$ cat config.mk
export PLATFORM = sky130hd
export DESIGN_NAME = tftp_mode_decoder
export DESIGN_NICKNAME = d
export VERILOG_FILES = /design/src/rtl/tftp_mode_decoder_pkg.sv /design/src/rtl/tftp_mode_match.sv /design/src/rtl/tftp_mode_decoder.sv
export SDC_FILE = /design/constraint.sdc
export NUM_CORES = 1
export LEC_CHECK = 0
export BUFFER_PORTS_ARGS = -buffer_cell sky130_fd_sc_hd__buf_4
export CORE_ASPECT_RATIO = 0.9
export CORE_MARGIN = 2
export CORE_UTILIZATION = 55
export DETAILED_ROUTE_END_ITERATION = 7
export GPL_TIMING_DRIVEN = 0
export PLACE_DENSITY = 0.79
export SETUP_SLACK_MARGIN = 0.5
export SYNTH_ARGS = -nofsm -noshare
export SYNTH_HDL_FRONTEND = slang
export SYNTH_SLANG_ARGS = --single-unit
export TNS_END_PERCENT = 10
$ cat constraint.sdc
create_clock -name clk -period 3.7 [get_ports clk]
set_input_delay 0.925 -clock clk [delete_from_list [all_inputs] [get_ports clk]]
set_output_delay 0.925 -clock clk [all_outputs]
set_load 0.01 [all_outputs]
$ cat src/rtl/tftp_mode_decoder_pkg.sv
// Shared definitions for the TFTP mode-field decoder.
//   mode_e          2-bit mode codes reported on the decoder's mode output
//   *_STR / *_LEN   supported mode strings (lowercase, first char in MSB byte)
//   fold_byte()     ASCII upper-to-lower fold used ahead of every matcher
package tftp_mode_decoder_pkg;

  typedef enum logic [1:0] {
    MODE_NONE     = 2'd0,
    MODE_NETASCII = 2'd1,
    MODE_OCTET    = 2'd2,
    MODE_MAIL     = 2'd3
  } mode_e;

  localparam int NETASCII_LEN = 8;
  localparam int OCTET_LEN    = 5;
  localparam int MAIL_LEN     = 4;

  localparam logic [8*NETASCII_LEN-1:0] NETASCII_STR = "netascii";
  localparam logic [8*OCTET_LEN-1:0]    OCTET_STR    = "octet";
  localparam logic [8*MAIL_LEN-1:0]     MAIL_STR     = "mail";

  function automatic logic [7:0] fold_byte(input logic [7:0] b, input logic fold_en);
    if (fold_en && (b >= 8'h41) && (b <= 8'h5A)) return b + 8'h20;
    return b;
  endfunction

endpackage

$ cat src/rtl/tftp_mode_match.sv
// One mode-string matcher: tracks whether every byte seen so far agrees with STR.
//   clk, reset   clock / synchronous active-high reset
//   restart      per-packet restart (sets the match bit again)
//   step         a non-NUL byte is being accepted this cycle at position idx
//   char_in      folded byte
//   idx          position of char_in within the mode field
//   hit          all bytes matched and exactly STR_LEN of them have been seen
module tftp_mode_match
  import tftp_mode_decoder_pkg::*;
#(
  parameter int                     LEN_W   = 5,
  parameter int                     STR_LEN = OCTET_LEN,
  parameter logic [8*STR_LEN-1:0]   STR     = OCTET_STR
) (
  input  logic             clk,
  input  logic             reset,
  input  logic             restart,
  input  logic             step,
  input  logic [7:0]       char_in,
  input  logic [LEN_W-1:0] idx,
  output logic             hit
);

  logic       match_q, match_d;
  logic [7:0] exp_char;
  logic       in_range;

  // Character select is a bounded loop so idx beyond STR_LEN never indexes out of STR.
  always_comb begin
    exp_char = 8'h00;
    in_range = 1'b0;
    for (int i = 0; i < STR_LEN; i++) begin
      if (idx == LEN_W'(i)) begin
        exp_char = STR[8*(STR_LEN-1-i) +: 8];
        in_range = 1'b1;
      end
    end
    match_d = match_q;
    if (restart)   match_d = 1'b1;
    else if (step) match_d = match_q & in_range & (char_in == exp_char);
  end

  always_ff @(posedge clk) begin
    if (reset) match_q <= 1'b1;
    else       match_q <= match_d;
  end

  assign hit = match_q & (idx == LEN_W'(STR_LEN));

endmodule

$ cat src/rtl/tftp_mode_decoder.sv
// TFTP RRQ/WRQ mode-field decoder. Takes the NUL-terminated mode string one byte per
// en strobe, matches it case-insensitively against all supported modes in parallel and
// registers the result.
//   clk, reset        clock / synchronous active-high reset
//   clear             per-packet restart, same effect as reset, wins over en
//   en, eth_data      mode-field byte strobe and byte
//   done              NUL received; results stable until reset/clear
//   valid             done and a supported mode matched
//   mode              0 none, 1 netascii, 2 octet, 3 mail
//   error             more than MAX_LEN non-NUL bytes
//   len               characters before the NUL
// Build option: define TFTP_MODE_MAIL_EN to include the "mail" matcher.
//
// state   | meaning
// S_MATCH | accepting mode bytes
// S_DONE  | NUL seen, result held
// S_ERROR | overrun, result held
module tftp_mode_decoder
  import tftp_mode_decoder_pkg::*;
#(
  parameter int MAX_LEN = 16,
  parameter int LEN_W   = $clog2(MAX_LEN + 1),
  parameter int FOLD_EN = 1
) (
  input  logic             clk,
  input  logic             reset,
  input  logic             clear,
  input  logic             en,
  input  logic [7:0]       eth_data,
  output logic             done,
  output logic             valid,
  output logic [1:0]       mode,
  output logic             error,
  output logic [LEN_W-1:0] len
);

  typedef enum logic [1:0] {S_MATCH, S_DONE, S_ERROR} state_e;

  state_e           state_q, state_d;
  logic [LEN_W-1:0] idx_q, idx_d;
  logic [LEN_W-1:0] len_q, len_d;
  logic             done_q, done_d;
  logic             valid_q, valid_d;
  logic             error_q, error_d;
  mode_e            mode_q, mode_d;

  logic [7:0] char_c;
  logic       step;
  logic       hit_netascii, hit_octet, hit_mail;
  mode_e      nul_mode;

  assign char_c = fold_byte(eth_data, FOLD_EN != 0);

  tftp_mode_match #(.LEN_W(LEN_W), .STR_LEN(NETASCII_LEN), .STR(NETASCII_STR)) u_netascii (
    .clk(clk), .reset(reset), .restart(clear), .step(step),
    .char_in(char_c), .idx(idx_q), .hit(hit_netascii)
  );

  tftp_mode_match #(.LEN_W(LEN_W), .STR_LEN(OCTET_LEN), .STR(OCTET_STR)) u_octet (
    .clk(clk), .reset(reset), .restart(clear), .step(step),
    .char_in(char_c), .idx(idx_q), .hit(hit_octet)
  );

`ifdef TFTP_MODE_MAIL_EN
  tftp_mode_match #(.LEN_W(LEN_W), .STR_LEN(MAIL_LEN), .STR(MAIL_STR)) u_mail (
    .clk(clk), .reset(reset), .restart(clear), .step(step),
    .char_in(char_c), .idx(idx_q), .hit(hit_mail)
  );
`else
  assign hit_mail = 1'b0;
`endif

  // Strings are prefix-distinct, so at most one hit is ever set; order is arbitrary.
  always_comb begin
    nul_mode = MODE_NONE;
    if (hit_netascii)   nul_mode = MODE_NETASCII;
    else if (hit_octet) nul_mode = MODE_OCTET;
    else if (hit_mail)  nul_mode = MODE_MAIL;
  end

  always_comb begin
    state_d = state_q;
    idx_d   = idx_q;
    len_d   = len_q;
    done_d  = done_q;
    valid_d = valid_q;
    error_d = error_q;
    mode_d  = mode_q;
    step    = 1'b0;
    if (clear) begin
      state_d = S_MATCH;
      idx_d   = '0;
      len_d   = '0;
      done_d  = 1'b0;
      valid_d = 1'b0;
      error_d = 1'b0;
      mode_d  = MODE_NONE;
    end else begin
      case (state_q)
        S_MATCH: begin
          if (en) begin
            if (eth_data == 8'h00) begin
              state_d = S_DONE;
              done_d  = 1'b1;
              mode_d  = nul_mode;
              valid_d = (nul_mode != MODE_NONE);
              len_d   = idx_q;
            end else if (idx_q == LEN_W'(MAX_LEN)) begin
              state_d = S_ERROR;
              error_d = 1'b1;
            end else begin
              step  = 1'b1;
              idx_d = idx_q + 1'b1;
            end
          end
        end
        default: ;
      endcase
    end
  end

  always_ff @(posedge clk) begin
    if (reset) begin
      state_q <= S_MATCH;
      idx_q   <= '0;
      len_q   <= '0;
      done_q  <= 1'b0;
      valid_q <= 1'b0;
      error_q <= 1'b0;
      mode_q  <= MODE_NONE;
    end else begin
      state_q <= state_d;
      idx_q   <= idx_d;
      len_q   <= len_d;
      done_q  <= done_d;
      valid_q <= valid_d;
      error_q <= error_d;
      mode_q  <= mode_d;
    end
  end

  assign done  = done_q;
  assign valid = valid_q;
  assign mode  = mode_q;
  assign error = error_q;
  assign len   = len_q;

endmodule

# Word-level counts from Yosys, hierarchy flattened
# Index checks and enable logic that the tools add are counted.
# totals
out_inout_bits	10
memories	0
reg_bits	19
in_bits	12
rom_bits	0
word_cells	76
mem_bits_rw	0
latchBits	0
# op_classes
multipliers	0
div	0
order_cmp	2
bitwise	8
n_eq_ne	11
n_shift	0
reduce_logical	11
n_addsub	2
mux	33
# ops
cell	n
2-to-1 mux 7 bit	13
equality test 5 x 3 -> 1 bit, second input constant	4
equality test 8 x 7 -> 1 bit	2
2-to-1 mux 8 bit	2
2-to-1 mux 1 bit	14
equality test 5 x 2 -> 1 bit, second input constant	2
adder 8 x 6 -> 8 bit, second input constant	1
>= comparator 8 x 7 -> 1 bit, second input constant	1
less-or-equal comparator 8 x 7 -> 1 bit, second input constant	1
logical NOT 8 bit	1
2-to-1 mux 2 bit	4
AND reduction 4 bit	2
bitwise AND 1 bit	6
AND reduction 3 bit	2
adder 5 x 1 -> 5 bit, second input constant	1
equality test 5 x 1 -> 1 bit, second input constant	1
equality test 5 x 4 -> 1 bit, second input constant	1
equality test 5 bit, second input constant	1
logical NOT 5 bit	1
nonzero test 2 bit	2
logical NOT 2 bit	1
NOT 1 bit	2
OR reduction 2 bit	1
logical AND 1 bit	1

# Logic depth before layout (Yosys ltp)
# logic_depth
word_depth	11
depth_mapped	7
depth_no_buf	7

# Cells and area by module
# Synthesis repeated with hierarchy kept, for this count alone.
# unflattened
hier_cells	157
hier_area_um2	1253.7
# by_module_without_submodules
mod	seq_area_each_um2	instances	area_per_inst_um2	cells_per_inst
tftp_mode_decoder	340.3	1	788.3	92
tftp_mode_match (u_octet)	20.0	1	247.7	34
tftp_mode_match (u_netascii)	20.0	1	217.7	31

# Least setup slack after synthesis
# OpenSTA, ideal clock, no wires.
# synth_path
path_kind	input to register
start	input eth_data[4]
end	register len_q[1], in the netlist len[1]
path_stages	6
n_path_buf	2
setup_slack_ns	1.499
t_arrival_ns	2.074
t_required_ns	3.572
setup_time_ns	0.128
cell_sequence	buf_2 nor4_4 nand4_2 buf_2 a21oi_1 nor2_1
# synth_between
elab_chain_len	2
# synth_rtl
element	line_no	rtl
from (decl)	tftp_mode_decoder.sv:29	input logic [7:0] eth_data,
logical NOT 8 bit	tftp_mode_decoder.sv:102	if (eth_data == 8'h00) begin
AND reduction 3 bit (no line)	-	
to (signal assigned)	tftp_mode_decoder.sv:134	len_q <= len_d;
to (decl)	tftp_mode_decoder.sv:41	logic [LEN_W-1:0] len_q, len_d;
# Every way passes these cells.
# A chain may end at the register's enable or synchronous reset.

# Worst setup path after layout
# layout_path
start	register idx_q[0]
end	register u_octet.match_q
# layout_between
elab_chain_len	8
elab_cells_between_ends	24
classes_between	eq/ne (6); mux (15); bitwise (2); reduce/logical (1)
# layout_rtl
element	line_no	rtl
from (decl)	tftp_mode_decoder.sv:40	logic [LEN_W-1:0] idx_q, idx_d;
from (signal assigned)	tftp_mode_decoder.sv:133	idx_q <= idx_d;
logical NOT 5 bit	tftp_mode_match.sv:33	if (idx == LEN_W'(i)) begin
2-to-1 mux 7 bit / 2-to-1 mux 1 bit (equally long branches) (5 in series)	tftp_mode_match.sv:33	
equality test 8 x 7 -> 1 bit / bitwise AND 1 bit (equally long branches)	tftp_mode_match.sv:40	else if (step) match_d = match_q & in_range & (char_in == exp_char);
bitwise AND 1 bit	tftp_mode_match.sv:40	
to (signal assigned)	tftp_mode_match.sv:45	else match_q <= match_d;
to (decl)	tftp_mode_match.sv:24	logic match_q, match_d;
# Several ways; a longest one is shown, not always the timed one.

==> flow_summary.toml <==
[logic_synthesis]
yosys.area.top_type = "dfxtp_1"
synth.most_common_cell = "nor2_1"
seq_area_frac_synth = 0.306
synth_area_leaders = "dfxtp_1 31%, nor2_1 9.4%, a21oi_1 5.6%, ha_1 5.0%, xnor2_1 3.5%"
syn_area_mm2 = 0.00124
ys_warn_count = 0
synth.ff_latch_count = 19
synth_edf_count = 0
syn_nets = 172
synthDistinctLibCells = 44
synth_top_area_share = 0.306
async_flop_share = 0
avgSynthCellArea_um2 = 8.02
syn_inst = 155
synth_top_flop_cell = "dfxtp_1"
synth_common_cells = "31 x nor2_1, 19 x dfxtp_1, 14 x a21oi_1"

[sta]
fin_crit_sh = 0.588
worst_pin_slew_ns = 0.497
final_hold_viol_count = 0
fmax_mhz = 460
fin_crit_ns = 2.17
fin_ws_ns = 1.53
finalSetupTns_ns = 0
final.setup_skew_ns = 0.00376
finalSetupViolations = 0
rsz0062_at_grt = "false"
drv_slew = 0
maxSlewHeadroom = 0.669

[global_routing]
grt_pass1_vias = 1108
antenna_found_initial = 0
grt_start_max_net_pins = 12
grt_overflow = 0
grt_pass1_wl_mm = 4.73
track_usage = 0.235

[place]
dp_hpwl_mm = 2.16
globalplace.congestion = 0.887
io_buffer_count = 20
preCtsSetupSlack_ns = 1.25

[routing]
drc = 0
wl_per_cell_um = 13.9
first_pass_iters = 4
vias = 1212
drt-vias-per-instance = 5.88
wl_mm = 2.87
drt_iter0_drc = 17
ant_nets = 0

[clock_tree]
clk_pin_slew_ns = 0.11
cts_setup_buffers = 0
cts_num_sinks = 19
cts_buffers = 3
tritoncts = "yes"
cts_max_level = 1
insertion_delay_ns = 0.30
cts_resized = 0
hold_buffers = 0
cts_buffer_depth = 2
cts-root-buf = "clkbuf_4"

[worst_setup_path]
crit_buf_inv = 1
reg2reg_slack_ns = 1.53
rr_worst_depth = 7
reg2reg_from = "idx_q[0]$_SDFFE_PP0P_"
crit_fanout = 8
crit_path_start_kind = "flop"
cpLargestDelayFamily = "compound AO/OA/AOI/OAI gates"
arrival_ns = 2.41
worstPathCellList = "inv_1 > ha_1 > or3b_2 > a21oi_1 > xor2_1 > o311a_1 > a211oi_2"
slowest_delay_ns = 0.50
cp_slowest_cell = "or3b_2"
end_kind = "flop"
worstSetupPathType = "flop to flop"
crit_required_ns = 3.93
r2r-end = "u_octet.match_q$_SDFFE_PP1P_"

[floorplanning]
chipWidth_um = 54.1
initial_core_util = 0.575
core_area_mm2 = 0.00216
die-area_mm2 = 0.00266
dieHeight_um = 49.1
pin_count = 22
rows = 16

[power_and_ir_drop]
p_leak_nw = 0.576
p_per_area_mw_per_mm2 = 261
total_power_mw = 0.379
max-vdd-ir-drop_mv = 0.277

[final_layout]
synthToLayoutAreaGrowth_pct = 17.0
final_nets = 197
drive_above_1_share = 0.207
antenna_cells = 0

[run_status]
status = "finished clean"

[min_path]
min-delay-start = "done$_SDFFE_PP0P_"
hold_path.class = "flop to flop"
hold-path-endpoint = "done$_SDFFE_PP0P_"
holdPathStages = 2

[job]
drv_cap = 0
-- state kept, by name, indices dropped and copies added (netlist names) --
signal and flops:
valid 1, len 5, u_netascii.match_q 1, error 1, done 1, u_octet.match_q 1
mode 2, state_q 2, idx_q 5
-- where the power goes --
part / switching (mW) / internal, mW / total, mW / leakage [nW]
clock: 0.0656 / 0.0403 / 0.106 / 0.0177
combinational: 0.0365 / 0.0275 / 0.0640 / 0.405
sequential: 0.00227 / 0.207 / 0.209 / 0.154
total: 0.104 / 0.275 / 0.379 / 0.576
-- metrics by stage --
step | utilization | hold slack [ns] | area (µm²) | instances
after detailed placement | 0.660 | 0.442 | 1430 | 202
after floorplan | - | 0.461 | 1240 | 155
final | 0.673 | 0.457 | 1460 | 206
after CTS | 0.673 | 0.460 | 1460 | 206
after global routing | 0.673 | 0.491 | 1460 | 206
after global placement | 0.660 | 0.436 | 1430 | 202
-- layer usage --
metal | global-route usage | share of wire
met4 | 0.0292 | 0
met3 | 0.0706 | 0.069
met1 | 0.333 | 0.47
met5 | 0 | 0
met2 | 0.359 | 0.46
-- cells by family after synthesis --
kind of cell / Yosys count / synth area share
AND/OR/NAND/NOR: 69 / 0.290
XOR/XNOR: 6 / 0.0423
AO/OA/AOI/OAI: 35 / 0.208
buffers and inverters: 16 / 0.0624
adder cells (fa/ha/maj): 5 / 0.0503
multiplexers: 5 / 0.0412
flip-flops: 19 / 0.306
-- how the worst max path moves through the flow --
stage,startpoint,endpoint,slack (ns),depth (start not counted)
CTS,idx_q[0]$_SDFFE_PP0P_,u_octet.match_q$_SDFFE_PP1P_,1.56,7
global placement,eth_data[0],len[0]$_SDFFE_PP0P_,1.26,6
floorplan,eth_data[4],len[1]$_SDFFE_PP0P_,1.50,6
global route,idx_q[0]$_SDFFE_PP0P_,u_octet.match_q$_SDFFE_PP1P_,1.45,7
detailed placement,eth_data[0],len[2]$_SDFFE_PP0P_,1.25,6
finish,idx_q[0]$_SDFFE_PP0P_,u_octet.match_q$_SDFFE_PP1P_,1.53,7
-- cell usage in the layout, fill, tap and decap left out, types with 2 or more instances in the layout --
master,n
buf_4,20
mux2i_1,4
nand3_1,2
nor2_1,31
nor2b_1,4
buf_2,2
nor3_1,6
buf_6,2
o311ai_0,2
clkbuf_4,3
ha_1,5
nand2_1,8
dfxtp_1,19
o311a_1,2
a21oi_1,14
nand2b_1,2
nand4_1,5
clkbuf_1,3
inv_1,9
xnor2_1,5
a211oi_1,2
o21ai_0,4
-- tightest hold or removal path, cell delays in order, from the launching register on --
cell	delay, ns
dfxtp_1	0.33
inv_1	0.05
a21oi_1	0.05
-- final cells by class --
cell class	instances	area, µm²
Multi-Input combinational cell	120	786
Fill cell	198	707
Sequential cell	19	380
Timing Repair Buffer	20	150
Buffer	7	43.8
Inverter	9	33.8
Tap cell	27	33.8
Clock buffer	3	22.5
Clock inverter	1	5.00
Power figures use the tool's default switching activity.
